## config.mk

```make
export PLATFORM = sky130hd
export DESIGN_NAME = home_command_controller
export DESIGN_NICKNAME = d
export VERILOG_FILES = /design/src/rtl/home_automation_pkg.sv /design/src/rtl/person_counter_sat.sv /design/src/rtl/home_command_controller.sv
export SDC_FILE = /design/constraint.sdc
export NUM_CORES = 1
export LEC_CHECK = 0
export CORE_ASPECT_RATIO = 0.5
export CORE_MARGIN = 4
export CORE_UTILIZATION = 49
export CTS_CLUSTER_SIZE = 30
export DETAILED_ROUTE_END_ITERATION = 6
export PLACE_DENSITY = 0.85
export SYNTH_ARGS = -nofsm -noshare
export SYNTH_HDL_FRONTEND = slang
export SYNTH_SLANG_ARGS = --single-unit
```

## constraint.sdc

```tcl
create_clock -name clk_i -period 3.15 [get_ports clk_i]
set_input_delay 0.4725 -clock clk_i [delete_from_list [all_inputs] [get_ports clk_i]]
set_output_delay 0.4725 -clock clk_i [all_outputs]
set_load 0.03 [all_outputs]
```

## src/rtl/home_automation_pkg.sv

```systemverilog
// ============================================================================
// Module : home_automation_pkg
// Brief  : Shared opcodes, AC mode codes and controller FSM states.
// Rev    : 1.0  initial release
// ============================================================================
`default_nettype none

package home_automation_pkg;

   localparam int CMD_NOP          = 0;
   localparam int CMD_SET_ECO      = 1;
   localparam int CMD_SET_AC_MODE  = 2;
   localparam int CMD_SET_SECURITY = 3;
   localparam int CMD_PERSON_SET   = 4;
   localparam int CMD_PERSON_INC   = 5;
   localparam int CMD_PERSON_DEC   = 6;
   localparam int CMD_RESERVED     = 7;

   localparam logic [1:0] AC_OFF  = 2'b00;
   localparam logic [1:0] AC_HEAT = 2'b01;
   localparam logic [1:0] AC_COOL = 2'b10;
   localparam logic [1:0] AC_AUTO = 2'b11;

   typedef enum logic [1:0] {
      ST_IDLE = 2'd0,
      ST_EXEC = 2'd1,
      ST_DEAD = 2'd2
   } ctrl_state_t;

endpackage

`default_nettype wire

```

## src/rtl/person_counter_sat.sv

```systemverilog
// ============================================================================
// Module : person_counter_sat
// Brief  : Person counter with load and signed delta, saturating at 0 / max.
// Rev    : 1.0  initial release
// ============================================================================
`default_nettype none

module person_counter_sat #(
   parameter int PCNT_W = 8
) (
   input  logic              clk,
   input  logic              rst,
   input  logic              i_load,
   input  logic [PCNT_W-1:0] i_load_val,
   input  logic signed [2:0] i_delta,
   output logic [PCNT_W-1:0] o_count
);

   localparam logic signed [PCNT_W+1:0] c_MAX = {2'b00, {PCNT_W{1'b1}}};

   logic [PCNT_W-1:0]        r_count;
   logic signed [PCNT_W+1:0] w_sum;

   // Two guard bits let the sum go below zero or past max before clamping.
   assign w_sum = $signed({2'b00, r_count}) + $signed({{(PCNT_W-1){i_delta[2]}}, i_delta});

   always_ff @(posedge clk) begin
      if (rst) begin
         r_count <= '0;
      end else if (i_load) begin
         r_count <= i_load_val;
      end else if (w_sum < 0) begin
         r_count <= '0;
      end else if (w_sum > c_MAX) begin
         r_count <= '1;
      end else begin
         r_count <= w_sum[PCNT_W-1:0];
      end
   end

   assign o_count = r_count;

endmodule

`default_nettype wire

```

## src/rtl/home_command_controller.sv

```systemverilog
// ============================================================================
// Module : home_command_controller
// Brief  : Command decoder owning ECO/AC/security/person-count registers,
//          with AC OFF dead-time between two different active modes.
// Rev    : 1.0  initial release
// ============================================================================
`default_nettype none

module home_command_controller
   import home_automation_pkg::*;
#(
   parameter int TYPE_W      = 3,
   parameter int DATA_W      = 8,
   parameter int PCNT_W      = 8,
   parameter int AC_DEADTIME = 16
) (
   input  logic              clk_i,
   input  logic              rst_i,
   input  logic              command_valid_i,
   output logic              command_ready_o,
   input  logic [TYPE_W-1:0] command_type_i,
   input  logic [DATA_W-1:0] command_data_i,
   input  logic              person_enter_i,
   input  logic              person_exit_i,
   output logic              eco_mode_valid_o,
   output logic [1:0]        ac_working_mode_o,
   output logic [PCNT_W-1:0] person_count_o,
   output logic              security_control_valid_o,
   output logic              command_error_o,
   output logic              busy_o
);

   localparam int c_CNT_W = $clog2(AC_DEADTIME + 1);

   ctrl_state_t         r_state;
   logic [TYPE_W-1:0]   r_type;
   logic [DATA_W-1:0]   r_data;
   logic [c_CNT_W-1:0]  r_dead_cnt;
   logic [1:0]          r_pending;
   logic                r_ready;
   logic                r_eco;
   logic [1:0]          r_ac;
   logic                r_sec;
   logic                r_err;
   logic                r_busy;

   logic                w_exec;
   logic                w_err;
   logic                w_load;
   logic [1:0]          w_new_mode;
   logic signed [2:0]   w_sns_delta;
   logic signed [2:0]   w_cmd_delta;
   logic signed [2:0]   w_delta;

   assign w_exec     = (r_state == ST_EXEC);
   assign w_new_mode = r_data[1:0];
   assign w_err      = w_exec && ((r_type >= TYPE_W'(CMD_RESERVED)) ||
                       ((r_type == TYPE_W'(CMD_SET_AC_MODE)) && (r_data[DATA_W-1:2] != '0)));
   assign w_load     = w_exec && (r_type == TYPE_W'(CMD_PERSON_SET));

   assign w_sns_delta = $signed({2'b00, person_enter_i}) - $signed({2'b00, person_exit_i});

   always_comb begin
      w_cmd_delta = 3'sd0;
      if (w_exec && (r_type == TYPE_W'(CMD_PERSON_INC))) begin
         w_cmd_delta = 3'sd1;
      end else if (w_exec && (r_type == TYPE_W'(CMD_PERSON_DEC))) begin
         w_cmd_delta = -3'sd1;
      end
   end

   assign w_delta = w_sns_delta + w_cmd_delta;

   person_counter_sat #(
      .PCNT_W (PCNT_W)
   ) u_person_counter (
      .clk        (clk_i),
      .rst        (rst_i),
      .i_load     (w_load),
      .i_load_val (PCNT_W'(r_data)),
      .i_delta    (w_delta),
      .o_count    (person_count_o)
   );

   always_ff @(posedge clk_i) begin
      if (rst_i) begin
         r_state    <= ST_IDLE;
         r_type     <= '0;
         r_data     <= '0;
         r_dead_cnt <= '0;
         r_pending  <= AC_OFF;
         r_ready    <= 1'b0;
         r_eco      <= 1'b0;
         r_ac       <= AC_OFF;
         r_sec      <= 1'b0;
         r_err      <= 1'b0;
         r_busy     <= 1'b0;
      end else begin
         r_err <= 1'b0;
         case (r_state)
            ST_IDLE: begin
               r_ready <= 1'b1;
               if (command_valid_i && r_ready) begin
                  r_type  <= command_type_i;
                  r_data  <= command_data_i;
                  r_ready <= 1'b0;
                  r_state <= ST_EXEC;
               end
            end
            ST_EXEC: begin
               r_state <= ST_IDLE;
               r_ready <= 1'b1;
               if (w_err) begin
                  r_err <= 1'b1;
               end else if (r_type == TYPE_W'(CMD_SET_ECO)) begin
                  r_eco <= r_data[0];
               end else if (r_type == TYPE_W'(CMD_SET_SECURITY)) begin
                  r_sec <= r_data[0];
               end else if (r_type == TYPE_W'(CMD_SET_AC_MODE)) begin
                  // Active-to-different-active needs the compressor idle first.
                  if ((r_ac != AC_OFF) && (w_new_mode != AC_OFF) && (w_new_mode != r_ac)) begin
                     r_ac       <= AC_OFF;
                     r_pending  <= w_new_mode;
                     r_dead_cnt <= c_CNT_W'(AC_DEADTIME);
                     r_busy     <= 1'b1;
                     r_ready    <= 1'b0;
                     r_state    <= ST_DEAD;
                  end else begin
                     r_ac <= w_new_mode;
                  end
               end
            end
            ST_DEAD: begin
               if (r_dead_cnt <= c_CNT_W'(1)) begin
                  r_ac       <= r_pending;
                  r_dead_cnt <= '0;
                  r_busy     <= 1'b0;
                  r_ready    <= 1'b1;
                  r_state    <= ST_IDLE;
               end else begin
                  r_dead_cnt <= r_dead_cnt - c_CNT_W'(1);
               end
            end
            default: begin
               r_state <= ST_IDLE;
               r_ready <= 1'b0;
               r_busy  <= 1'b0;
            end
         endcase
      end
   end

   assign command_ready_o          = r_ready;
   assign eco_mode_valid_o         = r_eco;
   assign ac_working_mode_o        = r_ac;
   assign security_control_valid_o = r_sec;
   assign command_error_o          = r_err;
   assign busy_o                   = r_busy;

endmodule

`default_nettype wire

```

==> flow_summary.json, run 1 <==
{
  "coreArea_mm2": 0.00406,
  "powerDensity_mw_per_mm2": 375,
  "maxCapViolations": 0,
  "multi_input_area_mm2": 0.00152,
  "critPathSlowestCell": "or4b_4",
  "place_congestion": 0.898,
  "viasPerCell": 5.60,
  "clk_latency_ns": 0.29,
  "critical_path_class": "flop to flop",
  "rsz0062_at_grt": "yes",
  "start_util": 0.531,
  "synth.avg_cell_area_um2": 7.99,
  "min_path_type": "flop to flop",
  "relSlewSlack": 0.447,
  "num-fill-cells": 268,
  "path_cells": "nor2b_4, buf_4, and2_1, nand2_2, fa_2, inv_4, ha_1, o21ai_1, a21oi_2, or4b_4, a311oi_4, a41oi_4, a221oi_2",
  "drive_above_1_share": 0.260,
  "clk_pin_slew_ns": 0.08,
  "io_buffers": 30,
  "synth.area.top_cells": "dfxtp_1, a21oi_1, nand2_1",
  "fin_ws_ns": -0.269,
  "grt_start_max_net_pins": 19,
  "ys_types": 46,
  "fmax_mhz": 292,
  "grt_most_used_layer": "met2",
  "path_buf_inv": 2,
  "tightest_slew_ns": 0.825,
  "grt_remaining_overflow": 0,
  "grt_pass1_wl_um": 10600,
  "critical-path-top-delay-family": "compound AO/OA/AOI/OAI gates",
  "drt-total-wl_um": 6490,
  "mappedNetlistNets": 303,
  "critPathMaxFanout": 8,
  "use_met3": 0.0588,
  "period_share": 1.09,
  "finalHoldViolations": 0,
  "power.leakage_uw": 0.00121,
  "die_x_um": 102,
  "antenna_cells": 0,
  "cts.sinks": 35,
  "violations": "setup timing",
  "gr-usage-met2": 0.459,
  "cp-end-kind": "flop",
  "crit_required_ns": 3.35,
  "status": "complete, but fails checks",
  "dp_hpwl_um": 4340,
  "placed_area_mm2": 0.00279,
  "ant_nets": 0,
  "yosysWarnings": 0,
  "drv_slew": 0,
  "fp.dieH_um": 54.9,
  "cts_tree": "yes",
  "fin_nets": 370,
  "hold_buffers": 0,
  "design.die.area_mm2": 0.00559,
  "fin_skew_ns": 0.0117,
  "first_iter_violations": 103,
  "ios": 31,
  "clockBufferDepth": 2,
  "period_minus_slack_ns": 3.42,
  "wl_per_cell_um": 16.6,
  "dr.pass1.iters": 4,
  "startpoint_type": "flop",
  "regArea_um2": 703,
  "tns_ns": -1.77,
  "via_count": 2197,
  "ys_seq_elements": 35,
  "synth_cells": 270,
  "fin_area_mm2": 0.00306,
  "synth_top_area_cell": "dfxtp_1",
  "netlist_area_mm2": 0.00216,
  "syn_to_final_growth_pct": 41.7,
  "antenna_found_initial": 0,
  "met1_usage": 0.287,
  "htree_levels": 2,
  "grt_pass1_vias": 2218,
  "grt_util_all_layers": 0.253,
  "arrival_ns": 3.62,
  "crit_path_max_incr_delay_ns": 0.51,
  "yosysTopAreaCellShare": 0.325,
  "drcViolationCount": 0,
  "cts_buffers": 5,
  "cts-root-buf": "clkbuf_8",
  "ir_drop_uv": 258,
  "seq_area_frac_synth": 0.325,
  "num_rows": 16,
  "setup_viol": 8
}
-- cell type report --
type | count | area share
multi-input cells | 208 | 0.496
clock buffers | 7 | 0.0250
flip-flops and latches | 35 | 0.230
well taps | 54 | 0.0221
inverters | 14 | 0.0180
repair buffers | 73 | 0.207
clock inverters | 1 | 0.00164
-- per-stage QoR --
step                instances  hold WS, ns   util  power, µW  worst slack [ns]
floorplan                 270        0.452      -        658            -0.154
global placement          375        0.463  0.686        768            -0.672
detailed placement        375        0.476  0.686        783            -0.816
CTS                       390        0.487  0.747       1130            -0.173
global route              392        0.527  0.752       1190            -0.380
finish                    392        0.486  0.752       1140            -0.269
-- worst min-delay path, stage by stage, from the launching register on --
cell and delay, ns:
dfxtp_1 0.33, nand2_1 0.06, a21oi_1 0.05
-- logic make-up after synthesis --
kind of cell | synth area share
simple gates | 0.239
compound gates | 0.226
flops | 0.325
buf+inv | 0.0481
fa+ha+maj | 0.109
xor+xnor | 0.0284
mux | 0.0249
-- worst paths after layout --
kind                                                        start                                     end  slack, ns  cells past startpoint
worst max-delay path                      r_state[0]$_SDFFE_PP0P_  u_person_counter.o_count[2]$_SDFF_PP0_      -0.27                     13
worst min register to register  ac_working_mode_o[1]$_SDFFE_PP0P_       ac_working_mode_o[1]$_SDFFE_PP0P_       0.49                      2
worst max register to register            r_state[0]$_SDFFE_PP0P_  u_person_counter.o_count[2]$_SDFF_PP0_      -0.27                     13
worst min-delay path            ac_working_mode_o[1]$_SDFFE_PP0P_       ac_working_mode_o[1]$_SDFFE_PP0P_       0.49                      2
-- sequential cells by signal (all words and copies together), names as in the netlist --
name and flops:
r_state 2, ac_working_mode_o 2, r_data 8, command_ready_o 1, busy_o 1, command_error_o 1, r_type 3, r_dead_cnt 5
eco_mode_valid_o 1, security_control_valid_o 1, u_person_counter.o_count 8, r_pending 2
-- where the power goes --
part	total [µW]	switching [µW]	internal [µW]
clock network	318	163	155
logic	340	179	162
registers	486	22.8	463
-- repair_timing --
item                                    in CTS  in global routing
hold endpoints to repair                     0                  0
pin swaps                                   18                  6
buffers inserted                             7                  2
resized for setup                           19                  2
endpoints found under the setup margin       8                  8
-- Yosys cell counts (all sizes together) --
cell type  instances
o31ai              1
a311oi             1
a211oi             1
nand2             49
o21ai              7
a21oi             40
clkbuf            11
o21a               1
xor2               2
nor2              25
a21o               6
dfxtp             35
a221oi             8
nor4               2
nand3b             1
a31oi              4
xnor2              5
nor3               6
nor4b              1
nand4b             2
nand4              1
ha                14
buf                2
nand3              4
nor2b              3
nor4bb             1
a41oi              1
or4                1
or4b               1
fa                 3
and3               1
and2               3
inv               14
mux2i              5
or2                2
nand2b             6
-- layer usage --
layer  share of wire  routed length [µm]  vias up
li1                -                   -     1068
met1            0.42                2720     1032
met2            0.50                3230       81
met3           0.056                 361       16
met4           0.028                 185        0
met5               0                   0        -
-- layout by cell type (no fill, tap or decap), types with 2 or more instances in the layout --
| cell | Yosys | routed |
|---|---|---|
| nand2_1 | 49 | 47 |
| buf_4 | 0 | 42 |
| a21oi_1 | 38 | 36 |
| dfxtp_1 | 35 | 33 |
| clkdlybuf4s50_1 | 0 | 28 |
| nor2_1 | 25 | 25 |
| ha_1 | 14 | 11 |
| inv_1 | 13 | 9 |
| a21o_1 | 6 | 6 |
| a221oi_2 | 1 | 6 |
| nor3_1 | 5 | 5 |
| xnor2_1 | 5 | 5 |
| clkbuf_8 | 0 | 5 |
| inv_2 | 1 | 4 |
| nand2b_1 | 6 | 4 |
| o21ai_1 | 4 | 4 |
| a31oi_1 | 4 | 4 |
| nand3_1 | 4 | 4 |
| mux2i_1 | 4 | 4 |
| a21oi_2 | 2 | 3 |
| ha_4 | 0 | 3 |
| nor2b_1 | 3 | 2 |
| and2_1 | 2 | 2 |
| nand2b_4 | 0 | 2 |
| or2_1 | 2 | 2 |
| xor2_1 | 2 | 2 |
| nand4b_1 | 2 | 2 |
| o21ai_2 | 2 | 2 |
| fa_2 | 0 | 2 |
| clkbuf_1 | 11 | 2 |
| dlygate4sd2_1 | 0 | 2 |
| dfxtp_2 | 0 | 2 |
(Power assumes the default switching activity.)
==> run 2, diff against run 1 <==
--- a/config.mk
+++ b/config.mk
@@ -13,4 +13,5 @@
 export PLACE_DENSITY = 0.85
 export SYNTH_ARGS = -nofsm -noshare
 export SYNTH_HDL_FRONTEND = slang
+export SYNTH_HIERARCHICAL = 1
 export SYNTH_SLANG_ARGS = --single-unit
==> run 2 against run 1 <==
- the run still ends with setup timing left
- hold slack got worse by 0.015 ns
- combinational power down 7.9%
- clock skew down 0.0036 ns
- non-clock buffer count fell by 20
- core utilization decreased by 5.3 points
- sequential share of layout area grew 2.3 points
- cell area decreased by 9.3%
- largest power group unchanged
==> flow_summary.json, run 2 <==
{
  "cts_tree": "yes",
  "antenna_found_initial": 0,
  "layout_common_cells": "dfxtp_1, nand2_1, clkdlybuf4s50_1, buf_4, a21oi_1",
  "grt_start_max_net_pins": 26,
  "tightest_slew_ns": 0.652,
  "violations": "setup timing",
  "netlist_area_mm2": 0.00206,
  "grt_pass1_vias": 1826,
  "start_util": 0.519,
  "fin_skew_ns": 0.00811,
  "dr.pass1.iters": 5,
  "critical_path_class": "flop to flop",
  "ys_top_cells_by_count": "dfxtp_1, nand2_1, a21oi_1, ha_1",
  "dp_hpwl_um": 3720,
  "ios": 31,
  "htree_levels": 2,
  "ant_nets": 0,
  "maxCapViolations": 0,
  "yosysWarnings": 6,
  "hold_start": "r_pending[0]$_SDFFE_PP0P_",
  "crit_required_ns": 3.38,
  "grt_pass1_wl_um": 8290,
  "yosysTopAreaCellShare": 0.341,
  "coreArea_mm2": 0.00396,
  "ys_seq_elements": 35,
  "synth.area.top_cells": "dfxtp_1, ha_1, nand2_1",
  "drcViolationCount": 0,
  "rsz0062_at_grt": "yes",
  "min_path_cells": 2,
  "fin_ws_ns": -0.0554,
  "ys_types": 45,
  "fp.dieH_um": 53.8,
  "grt_util_all_layers": 0.199,
  "wl_per_cell_um": 15.0,
  "drive_above_1_share": 0.216,
  "dp_slack_ns": -0.632,
  "grt_remaining_overflow": 0,
  "min_to": "r_pending[0]$_SDFFE_PP0P_",
  "powerDensity_mw_per_mm2": 422,
  "whs_ns": 0.471,
  "io_buffers": 30,
  "synth-edff-count": 0,
  "layout_commonest_cell": "dfxtp_1",
  "clk_latency_ns": 0.29,
  "r2r_end": "u_person_counter/o_count[6]$_SDFF_PP0_",
  "fmax_mhz": 312,
  "clk_pin_slew_ns": 0.07,
  "cts_buffers": 5,
  "synth.most_common_cell": "dfxtp_1",
  "finalHoldViolations": 0,
  "first_iter_violations": 142,
  "relSlewSlack": 0.562,
  "die_x_um": 99.6,
  "cts.sinks": 35,
  "synth_top_area_cell": "dfxtp_1",
  "r2r_start": "r_state[1]$_SDFFE_PP0P_",
  "synth.avg_cell_area_um2": 8.90,
  "antenna_cells": 0,
  "async_reset_ff_frac": 0,
  "arrival_ns": 3.44,
  "fin_nets": 313,
  "period_minus_slack_ns": 3.21,
  "design.die.area_mm2": 0.00536,
  "clockBufferDepth": 2,
  "hold_buffers": 0,
  "seq_area_frac_synth": 0.341,
  "setup_viol": 8,
  "rrSetupSlack_ns": -0.06,
  "min_path_type": "flop to flop",
  "synth_ff_type": "dfxtp_1",
  "num_rows": 16,
  "mappedNetlistNets": 263,
  "cts-root-buf": "clkbuf_8",
  "synth_cells": 231,
  "period_share": 1.02,
  "ir_drop_uv": 339,
  "syn_to_final_growth_pct": 34.8,
  "drt-total-wl_um": 5040,
  "via_count": 1873,
  "status": "complete, but fails checks",
  "cp-end-kind": "flop",
  "drv_slew": 0,
  "power.leakage_uw": 0.00105,
  "startpoint_type": "flop",
  "ff2ff_path_depth": 13,
  "place_congestion": 0.883,
  "viasPerCell": 5.57,
  "critPathMaxFanout": 8
}
## run 2: power breakdown
group,internal [µW],switching (µW),total [µW]
clock,199,161,359
combinational,157,156,313
sequential,468,29.4,498
## run 2: final cells by class
class / count / area, µm²
tap: 54 / 67.6
inverter: 12 / 45.0
clock buffer: 7 / 96.3
sequential: 35 / 702
clock inverter: 1 / 7.51
multi-input combinational: 174 / 1380
timing repair buffer: 53 / 472
fill: 298 / 1190
## run 2: how the worst max path moves through the flow
stage	from	depth (start not counted)	end	slack [ns]
6_report	r_state[1]$_SDFFE_PP0P_	13	u_person_counter/o_count[6]$_SDFF_PP0_	-0.06
5_1_grt	r_state[1]$_SDFFE_PP0P_	13	u_person_counter/o_count[6]$_SDFF_PP0_	-0.22
4_1_cts	r_state[1]$_SDFFE_PP0P_	13	u_person_counter/o_count[6]$_SDFF_PP0_	-0.11
3_5_place_dp	person_enter_i	15	u_person_counter/o_count[6]$_SDFF_PP0_	-0.63
3_3_place_gp	person_enter_i	15	u_person_counter/o_count[7]$_SDFF_PP0_	-0.53
2_1_floorplan	r_state[1]$_SDFFE_PP0P_	12	u_person_counter/o_count[0]$_SDFF_PP0_	-0.03
## run 2: routing by layer
| metal | track usage | vias up | share of wire |
|---|---|---|---|
| met5 | 0 | - | 0 |
| met4 | 0.0726 | 0 | 0.013 |
| met2 | 0.369 | 48 | 0.51 |
| met1 | 0.237 | 893 | 0.44 |
| met3 | 0.0362 | 7 | 0.046 |
| li1 | - | 925 | - |
## run 2: repair_timing
action	in CTS	in global routing
endpoints found under the setup margin	8	8
gates resized for setup	9	3
pin swaps	6	15
setup buffers	1	2
gates cloned	0	0
## run 2: logic make-up after synthesis
family | count (synthesis) | synth area share
buf+inv | 22 | 0.0462
compound gates | 52 | 0.187
flops | 35 | 0.341
xor+xnor | 11 | 0.0468
simple gates | 89 | 0.242
fa+ha+maj | 16 | 0.108
mux | 6 | 0.0292
## run 2: critical path, cell delays in order (launching register included)
cell       delay, ns
dfxtp_2         0.33
nand3b_1        0.22
nor2_1          0.15
ha_2            0.21
inv_2           0.05
fa_2            0.52
ha_4            0.35
o211ai_1        0.12
o211ai_1        0.29
nand3_1         0.12
a21o_1          0.20
a2111oi_4       0.27
buf_4           0.20
a221o_1         0.12
## run 2: stage by stage
| stage | cells | power [µW] | instance area, µm² | utilization | setup TNS, ns |
|---|---|---|---|---|---|
| final | 336 | 1170 | 2770 | 0.699 | -0.403 |
| after floorplan | 231 | 689 | 2160 | - | -0.214 |
| after CTS | 334 | 1170 | 2750 | 0.694 | -0.818 |
| after detailed placement | 325 | 808 | 2620 | 0.661 | -4.95 |
| after global routing | 336 | 1230 | 2770 | 0.699 | -1.66 |
| after global placement | 325 | 795 | 2620 | 0.661 | -4.20 |
==> run 3, diff against run 2 <==
--- a/config.mk
+++ b/config.mk
@@ -10,6 +10,7 @@
 export CORE_UTILIZATION = 49
 export CTS_CLUSTER_SIZE = 30
 export DETAILED_ROUTE_END_ITERATION = 6
+export GPL_TIMING_DRIVEN = 0
 export PLACE_DENSITY = 0.85
 export SYNTH_ARGS = -nofsm -noshare
 export SYNTH_HDL_FRONTEND = slang
==> run 3 against run 2 <==
- clock-buffer cell count decreased by 1
- global-route usage rose by 0.45 points
- final cell count down 0.89%
- non-clock buffer count is 3 lower
- total power rose by 4.8%
- register-to-register slack worse by 0.099 ns
- die area did not move
- the run still ends with setup timing left
- clock power grew 17%
- sequential share of layout area increased by 0.30 points
- flip-flop and latch count unchanged
- critical path depth is 2 lower
- largest cell class unchanged
- fmax down 3.0%
==> flow_summary.json, run 3 (synthesized netlist as in run 2, its figures left out) <==
{
  "drv_slew": 0,
  "critPathSlowestCell": "fa_1",
  "design.die.area_mm2": 0.00536,
  "r2r_start": "r_state[1]$_SDFFE_PP0P_",
  "status": "complete, but fails checks",
  "relSlewSlack": 0.552,
  "clockBufferDepth": 2,
  "fmax_mhz": 303,
  "ir_drop_uv": 180,
  "powerDensity_mw_per_mm2": 444,
  "ff2ff_path_depth": 11,
  "finalHoldViolations": 0,
  "coreArea_mm2": 0.00396,
  "critPathMaxFanout": 8,
  "path_cells": "nand3b_1, nor3b_2, fa_1, ha_1, a211oi_2, o211ai_1, a21oi_1, nand3_1, a2111oi_4, buf_4, a221o_1",
  "r2r_end": "u_person_counter/o_count[5]$_SDFF_PP0_",
  "grt_pass1_vias": 1836,
  "cts_tree": "yes",
  "ios": 31,
  "min_path_type": "flop to flop",
  "met1_usage": 0.234,
  "fin_ws_ns": -0.154,
  "path_buf_inv": 1,
  "start_util": 0.519,
  "rrSetupSlack_ns": -0.15,
  "fp.dieH_um": 53.8,
  "grt_pass1_wl_um": 8490,
  "viasPerCell": 5.65,
  "use_met3": 0.0414,
  "utilization": 0.698,
  "antenna_cells": 0,
  "crit_path_end": "u_person_counter/o_count[5]$_SDFF_PP0_",
  "drcViolationCount": 0,
  "gr-usage-met2": 0.388,
  "grt_most_used_layer": "met2",
  "tns_ns": -1.15,
  "via_count": 1882,
  "htree_levels": 2,
  "io_buffers": 30,
  "grt_start_max_net_pins": 12,
  "first_iter_violations": 74,
  "dr.pass1.iters": 4,
  "crit_required_ns": 3.38,
  "grt_util_all_layers": 0.203,
  "clk_pin_slew_ns": 0.07,
  "period_share": 1.05,
  "whs_ns": 0.475,
  "wl_per_cell_um": 15.6,
  "setup_viol": 8,
  "cts-root-buf": "clkbuf_8",
  "grt_remaining_overflow": 0,
  "cp_num_cells": 11,
  "critical_path_class": "flop to flop",
  "crit_path_max_incr_delay_ns": 0.49,
  "layout_common_cells": "nand2_1, dfxtp_1, clkdlybuf4s50_1, a21oi_1, buf_4",
  "cp-end-kind": "flop",
  "rsz0062_at_grt": "yes",
  "drive_above_1_share": 0.190,
  "place_congestion": 0.872,
  "die_x_um": 99.6,
  "violations": "setup timing",
  "tightest_slew_ns": 0.667,
  "power.leakage_uw": 0.00105,
  "clk_latency_ns": 0.29,
  "maxCapViolations": 0,
  "period_minus_slack_ns": 3.30,
  "ant_nets": 0,
  "p_total_uw": 1230,
  "startpoint_type": "flop",
  "layout_commonest_cell": "nand2_1",
  "drt-total-wl_um": 5210,
  "antenna_found_initial": 0,
  "cts_buffers": 5,
  "startpoint": "r_state[1]$_SDFFE_PP0P_",
  "arrival_ns": 3.53,
  "syn_to_final_growth_pct": 34.4,
  "num_rows": 16,
  "dp_slack_ns": -0.859,
  "fin_nets": 310,
  "fin_skew_ns": 0.00453,
  "dp_hpwl_um": 3600,
  "cts.sinks": 35,
  "critical-path-top-delay-family": "compound AO/OA/AOI/OAI gates"
}
## run 3: per-layer routing
layer | up-vias | share of wire
met3 | 13 | 0.044
li1 | 926 | -
met2 | 48 | 0.52
met1 | 895 | 0.42
met4 | 0 | 0.020
met5 | - | 0
## run 3: power by group
part | switching, µW | internal (µW)
logic | 160 | 151
clock network | 165 | 256
registers | 27.6 | 468
total | 352 | 874
## run 3: layout make-up
class	instances	area [µm²]
multi-input combinational	174	1390
fill	286	1200
sequential	35	708
timing repair buffer	42	388
clock buffer	6	82.6
tap	54	67.6
buffer	8	47.5
inverter	12	45.0
clock inverter	2	35.0
## run 3: per-stage QoR
step / std cells / area, µm²
after floorplan: 231 / 2160
after global placement: 315 / 2530
after detailed placement: 315 / 2530
after CTS: 329 / 2730
after global routing: 333 / 2770
final: 333 / 2770
## run 3: how the worst min path moves through the flow
stage	start	end	slack [ns]	cells after the start
final	r_pending[1]$_SDFFE_PP0P_	r_pending[1]$_SDFFE_PP0P_	0.47	2
after global routing	r_pending[0]$_SDFFE_PP0P_	r_pending[0]$_SDFFE_PP0P_	0.50	2
after CTS	r_pending[1]$_SDFFE_PP0P_	r_pending[1]$_SDFFE_PP0P_	0.47	2
after detailed placement	r_pending[1]$_SDFFE_PP0P_	r_pending[1]$_SDFFE_PP0P_	0.46	2
after global placement	r_pending[0]$_SDFFE_PP0P_	r_pending[0]$_SDFFE_PP0P_	0.45	2
after floorplan	r_pending[0]$_SDFFE_PP0P_	r_pending[0]$_SDFFE_PP0P_	0.43	2
## run 3: worst min-delay path: cells and delay by family, from the launching register on
kind	cells	cell delay [ns]
DFF	1	0.32
muxes	1	0.05
and+or+nand+nor	1	0.05
## run 3: repair_timing
| item | 4_1_cts | 5_1_grt |
|---|---|---|
| gates cloned | 0 | 0 |
| setup buffers | 7 | 5 |
| gates resized for setup | 14 | 4 |
| setup endpoints to repair | 8 | 8 |
| hold endpoints to repair | 0 | 0 |
| pin swaps | 11 | 13 |
| hold buffers | 0 | 0 |
